===== src/rtl/dcache_pkg.sv =====
// Shared types and address-field constants for the direct-mapped data cache.
package dcache_pkg;

    // Miss-handling controller states.
    typedef enum logic [1:0] {
        IDLE,
        WRITEBACK,
        ALLOCATE,
        UPDATE
    } state_t;

    // Byte address layout: [7:5] tag, [4:2] index, [1:0] byte offset.
    localparam int OFFSET_LSB  = 0;
    localparam int INDEX_LSB   = 2;
    localparam int TAG_LSB     = 5;
    localparam int OFFSET_BITS = 2;

    // One block is four bytes, byte 0 in the low lane.
    localparam int BLOCK_BITS  = 32;

endpackage


===== src/rtl/dcache_array.sv =====
// Block storage: data, tag, valid and dirty per line. One combinational read
// port, and a write port that updates either one byte or a whole block.
module dcache_array
    import dcache_pkg::*;
#(
    parameter int INDEX_BITS = 3,
    parameter int TAG_BITS   = 3
) (
    input  logic                   clk,
    input  logic                   reset_n,
    input  logic [INDEX_BITS-1:0]  rd_index,
    output logic [BLOCK_BITS-1:0]  rd_data,
    output logic [TAG_BITS-1:0]    rd_tag,
    output logic                   rd_valid,
    output logic                   rd_dirty,
    input  logic [INDEX_BITS-1:0]  wr_index,
    input  logic                   byte_we,
    input  logic [OFFSET_BITS-1:0] byte_offset,
    input  logic [7:0]             byte_data,
    input  logic                   block_we,
    input  logic [TAG_BITS-1:0]    block_tag,
    input  logic [BLOCK_BITS-1:0]  block_data
);

    localparam int NUM_BLOCKS = 1 << INDEX_BITS;

    logic [BLOCK_BITS-1:0] data_mem [NUM_BLOCKS];
    logic [TAG_BITS-1:0]   tag_mem  [NUM_BLOCKS];
    logic [NUM_BLOCKS-1:0] valid;
    logic [NUM_BLOCKS-1:0] dirty;

    assign rd_data  = data_mem[rd_index];
    assign rd_tag   = tag_mem[rd_index];
    assign rd_valid = valid[rd_index];
    assign rd_dirty = dirty[rd_index];

    // Line status: a refill makes the line valid and clean, a byte store dirties it.
    // NOTE: clocked blocks use non-blocking assignments so every reader in the same edge sees the pre-edge value.
    always_ff @(posedge clk) begin
        if (!reset_n) begin
            valid <= '0;
            dirty <= '0;
        end else if (block_we) begin
            valid[wr_index] <= 1'b1;
            dirty[wr_index] <= 1'b0;
        end else if (byte_we) begin
            dirty[wr_index] <= 1'b1;
        end
    end

    // Data and tag payload; writes are suppressed while reset is asserted.
    // NOTE: the data and tag arrays have no reset; valid=0 already makes their contents irrelevant.
    always_ff @(posedge clk) begin
        if (reset_n) begin
            if (block_we) begin
                data_mem[wr_index] <= block_data;
                tag_mem[wr_index]  <= block_tag;
            end else if (byte_we) begin
                data_mem[wr_index][{byte_offset, 3'b000} +: 8] <= byte_data;
            end
        end
    end

endmodule


===== src/rtl/dcache.sv =====
// Direct-mapped, write-back, write-allocate byte data cache with a block-wide
// memory interface. Hits complete in the request cycle; misses stall the CPU
// through an optional writeback, a refill and a one-cycle array update.
module dcache
    import dcache_pkg::*;
#(
    parameter int INDEX_BITS = 3,
    parameter int TAG_BITS   = 3
) (
    input  logic                           CLK,
    input  logic                           RESET,
    input  logic                           READ,
    input  logic                           WRITE,
    input  logic [7:0]                     ADDRESS,
    input  logic [7:0]                     WRITEDATA,
    output logic [7:0]                     READDATA,
    output logic                           BUSYWAIT,
    output logic                           mem_read,
    output logic                           mem_write,
    output logic [TAG_BITS+INDEX_BITS-1:0] mem_address,
    output logic [BLOCK_BITS-1:0]          mem_writedata,
    input  logic [BLOCK_BITS-1:0]          mem_readdata,
    input  logic                           mem_busywait
);

    state_t                  state_q, state_d;
    logic                    first_q;        // first cycle of the current state
    logic [INDEX_BITS-1:0]   miss_index_q;
    logic [TAG_BITS-1:0]     miss_tag_q;
    logic [BLOCK_BITS-1:0]   fill_q;

    logic [TAG_BITS-1:0]     cpu_tag;
    logic [INDEX_BITS-1:0]   cpu_index;
    logic [OFFSET_BITS-1:0]  cpu_offset;
    logic                    req;
    logic                    hit;
    logic                    idle_hit;

    logic [INDEX_BITS-1:0]   rd_index;
    logic [BLOCK_BITS-1:0]   rd_data;
    logic [TAG_BITS-1:0]     rd_tag;
    logic                    rd_valid;
    logic                    rd_dirty;
    logic [INDEX_BITS-1:0]   wr_index;
    logic                    byte_we;
    logic                    block_we;
    logic                    latch_miss;
    logic                    capture;

    assign cpu_tag    = ADDRESS[TAG_LSB +: TAG_BITS];
    assign cpu_index  = ADDRESS[INDEX_LSB +: INDEX_BITS];
    assign cpu_offset = ADDRESS[OFFSET_LSB +: OFFSET_BITS];
    assign req        = READ | WRITE;

    // While a miss is in flight the array is addressed by the latched miss line,
    // so the victim block and its tag stay stable even if the CPU drops the request.
    assign rd_index = (state_q == IDLE) ? cpu_index : miss_index_q;
    assign wr_index = (state_q == UPDATE) ? miss_index_q : cpu_index;

    assign hit      = rd_valid && (rd_tag == cpu_tag);
    assign idle_hit = (state_q == IDLE) && hit;
    assign BUSYWAIT = req && !idle_hit;
    assign READDATA = (READ && idle_hit) ? rd_data[{cpu_offset, 3'b000} +: 8] : 8'h00;

    assign mem_writedata = (state_q == WRITEBACK) ? rd_data : '0;

    dcache_array #(
        .INDEX_BITS (INDEX_BITS),
        .TAG_BITS   (TAG_BITS)
    ) u_array (
        .clk         (CLK),
        .reset_n     (RESET),
        .rd_index    (rd_index),
        .rd_data     (rd_data),
        .rd_tag      (rd_tag),
        .rd_valid    (rd_valid),
        .rd_dirty    (rd_dirty),
        .wr_index    (wr_index),
        .byte_we     (byte_we),
        .byte_offset (cpu_offset),
        .byte_data   (WRITEDATA),
        .block_we    (block_we),
        .block_tag   (miss_tag_q),
        .block_data  (fill_q)
    );

    // Next-state logic and memory-side request outputs.
    // NOTE: every output of this block gets a default first so no path leaves it unassigned (no latches).
    always_comb begin
        state_d     = state_q;
        mem_read    = 1'b0;
        mem_write   = 1'b0;
        mem_address = '0;
        byte_we     = 1'b0;
        block_we    = 1'b0;
        latch_miss  = 1'b0;
        capture     = 1'b0;
        unique case (state_q)
            IDLE: begin
                if (req) begin
                    if (hit) begin
                        byte_we = WRITE;
                    end else begin
                        latch_miss = 1'b1;
                        state_d    = (rd_valid && rd_dirty) ? WRITEBACK : ALLOCATE;
                    end
                end
            end
            WRITEBACK: begin
                mem_write   = 1'b1;
                mem_address = {rd_tag, miss_index_q};
                if (!first_q && !mem_busywait) begin
                    state_d = ALLOCATE;
                end
            end
            ALLOCATE: begin
                mem_read    = 1'b1;
                mem_address = {miss_tag_q, miss_index_q};
                if (!first_q && !mem_busywait) begin
                    capture = 1'b1;
                    state_d = UPDATE;
                end
            end
            UPDATE: begin
                block_we = 1'b1;
                state_d  = IDLE;
            end
            default: state_d = IDLE;
        endcase
    end

    // State register; first_q marks the entry cycle so a stale mem_busywait=0 is ignored.
    always_ff @(posedge CLK) begin
        if (!RESET) begin
            state_q <= IDLE;
            first_q <= 1'b0;
        end else begin
            state_q <= state_d;
            first_q <= (state_d != state_q);
        end
    end

    // Miss line capture and refill buffer; only meaningful outside IDLE.
    always_ff @(posedge CLK) begin
        if (latch_miss) begin
            miss_index_q <= cpu_index;
            miss_tag_q   <= cpu_tag;
        end
        if (capture) begin
            fill_q <= mem_readdata;
        end
    end

endmodule


===== config.mk =====
export PLATFORM = sky130hd
export DESIGN_NAME = dcache
export DESIGN_NICKNAME = d
export VERILOG_FILES = /design/src/rtl/dcache_pkg.sv /design/src/rtl/dcache_array.sv /design/src/rtl/dcache.sv
export SDC_FILE = /design/constraint.sdc
export NUM_CORES = 1
export LEC_CHECK = 0
export CAP_MARGIN = 20
export CORE_MARGIN = 4
export CORE_UTILIZATION = 57
export CTS_CLUSTER_SIZE = 8
export DETAILED_ROUTE_END_ITERATION = 16
export PLACE_DENSITY = 0.75
export SETUP_SLACK_MARGIN = 0.15
export SYNTH_ARGS = -nofsm -noshare
export SYNTH_HDL_FRONTEND = slang
export SYNTH_SLANG_ARGS = --single-unit

===== constraint.sdc =====
create_clock -name CLK -period 4.4 [get_ports CLK]
set_clock_uncertainty 0.05 [all_clocks]
set_input_delay 0.66 -clock CLK [delete_from_list [all_inputs] [get_ports CLK]]
set_output_delay 0.66 -clock CLK [all_outputs]
set_load 0.005 [all_outputs]

==> flow_summary.ini <==
[place]
hpwl_um = 23100
numPortBuffers = 101
gp_congestion = 0.907
dp_cells = 1340

[clocking]
cts_buffer_depth = 3
htree_levels = 2
clock_sinks = 337
path_clk_slew_ns = 0.06
cts_root_buffer = clkbuf_16
ctsHoldBuffers = 0
tritoncts = built
clkLatencyLatePin_ns = 0.54
cts_buffers = 48

[floorplan]
coreArea_um2 = 25100
die_h_um = 167
num_io_pins = 102
start_util_pct = 57.7
dieWidth_um = 167
num_rows = 58
dieArea_um2 = 28000

[power_and_ir_drop]
p_total_mw = 10.7
p_leak_nw = 6.41
ir_worst_vdd_v = 0.000371
p_per_area_nw_per_um2 = 596

[cells_and_area]
fill_cells = 1627
areaGrowthSynthToFinish_pct = 23.6
regArea_um2 = 9940
fin_cells = 1405
final_nets = 1129
n_antenna_cell = 0
multi_input_comb_area_um2 = 4310
drive_gt1_share_pct = 23.5

[logic_synthesis]
synth-edff-count = 318
synthesis.area_um2 = 14500
synth_seq_cells = 337
synth.distinct_cells = 51
syn_avg_cell_area_um2 = 16.7
synth-main-ff-cell = edfxtp_1
netlist_instances = 866
yosysSeqAreaShare_pct = 68.5
async_flop_share_pct = 0
yosys_warnings = 0
syn_nets = 929

[route]
ant_nets = 0
drc = 0
wl_per_cell_um = 25.1
vias_per_cell = 6.04
drt-total-wl_um = 35300
via_count = 8489
drt_iter0_drc = 908
dr.pass1.iters = 7

[global_routing]
gr-usage-all-layers_pct = 25.4
grt_pass1_wl_um = 53300
grt.overflow.total = 0
grt_max_degree = 43
grt_pass1_vias = 8640
antenna_found_initial = 0

[timing]
finalCritPeriodShare_pct = 98.7
finalMaxSlewViolations = 0
hold_violations = 0
period_minus_slack_ns = 4.34
setup_viol = 0
relSlewSlack_pct = 30.3
clock.fmax_mhz = 230
rsz0062_at_grt = true
tightest_slew_ns = 1.02
fin_tns_setup_ns = 0

[setup_path]
critPathSlowestCell = clkdlybuf4s50_1
critical_path_class = reg2out
endpoint_kind = primary output
max_stage_delay_ns = 0.51
path_max_fanout = 8
required_ns = 3.69
path_cells = inv_4 -> ha_4 -> mux2_4 -> buf_4 -> nand2_1 -> nor2_2 -> o32ai_4 -> xnor2_2 -> nor4_4 -> and2_4 -> nand2_1 -> buf_12 -> nor2_2 -> clkdlybuf4s50_1
crit_family = buffers and inverters
cp-start-kind = flop
cp_num_buf_inv = 4
cp_data_arrival_time_ns = 3.63

[run]
cap_violations = 0

[min_path]
worst_hold_path_type = reg2reg

[status]
status = finished clean
cell usage in the layout, fill, tap and decap left out, drive strengths merged, types with 3 or more instances in the layout:
cell           count
and3               9
clkinv             3
nand2             80
mux2i             68
a22o               3
ha                10
nor3b              4
a22oi              3
and2               9
clkdlybuf4s50     94
a31oi              5
edfxtp           318
buf               85
o21a               3
a21oi             17
mux4              77
dfxtp             19
inv               42
clkbuf            56
dlygate4sd2        6
o21ai              8
nor2b             58
o22ai              6
nor2              55
nand3              5
state kept, by name, indices dropped and copies added, names as in the netlist, named ones only:
name              cells
u_array.data_mem    256
fill_q               32
u_array.tag_mem      24
u_array.valid         8
miss_index_q          3
miss_tag_q            3
state_q               2
first_q               1
layer usage:
metal	share of wire [%]	up-vias	track usage, %	wire length (um)
met1	40	4345	34.7	14200
met2	50	378	43.3	17700
met5	0	-	0	0
met4	2.1	0	5.65	747
li1	-	3715	-	-
met3	7.4	51	4.70	2620
path summary, 6_finish.rpt:
path,from,to,slack (ns),cells after the start
hold reg to reg,u_array.valid[1]$_SDFFE_PN0P_,u_array.valid[1]$_SDFFE_PN0P_,0.40,1
setup / recovery,state_q[0]$_SDFF_PN0_,READDATA[7],0.06,14
hold / removal,u_array.valid[1]$_SDFFE_PN0P_,u_array.valid[1]$_SDFFE_PN0P_,0.40,1
setup reg to reg,state_q[0]$_SDFF_PN0_,u_array.data_mem[1][29]$_DFFE_PP_,0.61,14
final cells by class:
class / count / area share, %
clock buffer: 56 / 6.99
clock inverter: 3 / 0.307
inverter: 42 / 0.908
multi-input combinational: 450 / 24.1
sequential: 337 / 55.5
tap: 330 / 2.30
timing repair buffer: 187 / 9.95
logic make-up (layout without fill, tap and decap cells):
family                     after synthesis  in the layout  share of synthesized area, %
AOI/OAI and AO/OA                       62             62                          3.13
xor gates and xnor gates                 3              3                         0.181
adders and majority gates               10             10                         0.863
buffers and inverters                   79            288                          2.50
DFF                                    337            337                          68.5
muxes                                  147            147                          16.8
and+or+nand+nor                        228            228                          7.98
worst reg2reg max path, delay by kind of cell, from the launching register on:
kind,cells,cell delay (ns)
multiplexers,2,0.98
adder cells (fa/ha/maj),1,0.17
flip-flops,1,0.35
XOR/XNOR,1,0.14
buffers and inverters,4,0.62
AND/OR/NAND/NOR,5,0.89
AO/OA/AOI/OAI,1,0.32
synth_stat cells, types with 3 or more instances:
cell	count	share of area, %
a21oi_1	15	0.52
o21ai_0	8	0.28
dfxtp_1	19	2.6
a31oi_1	4	0.17
edfxtp_1	318	66
buf_2	16	0.55
ha_1	10	0.86
o21a_1	3	0.16
o22ai_1	6	0.26
mux2i_1	68	4.7
nor2_1	55	1.4
a22o_1	3	0.18
nand2_1	80	2.1
nor3b_1	3	0.16
buf_1	5	0.13
buf_6	4	0.31
mux4_2	77	12
inv_1	40	1.0
and3_1	9	0.39
nor2b_1	58	2.5
clkbuf_1	11	0.28
and2_1	9	0.39
nand3_4	4	0.48
a22oi_1	3	0.16
per-stage QoR:
step                      instance area (um2)  worst slack, ns  hold WS [ns]  utilization [%]
after global routing                    17900          -0.0484         0.410             71.3
after global placement                  16400        -0.000593         0.384             65.3
after CTS                               17900           0.0249         0.402             71.2
after detailed placement                16400          -0.0287         0.391             65.3
final                                   17900           0.0554         0.399             71.3
after floorplan                         14500            0.893         0.372                -
report_power, final:
group          switching [mW]  internal, mW
Sequential             0.0722          3.70
Combinational            1.84          1.85
Clock                    1.23          1.97
repair_timing:
action,CTS,global route
pin swaps,7,0
gates resized for setup,39,7
endpoints found under the setup margin,29,9
gates cloned,1,0
buffers inserted,3,2
(Power assumes the default switching activity.)
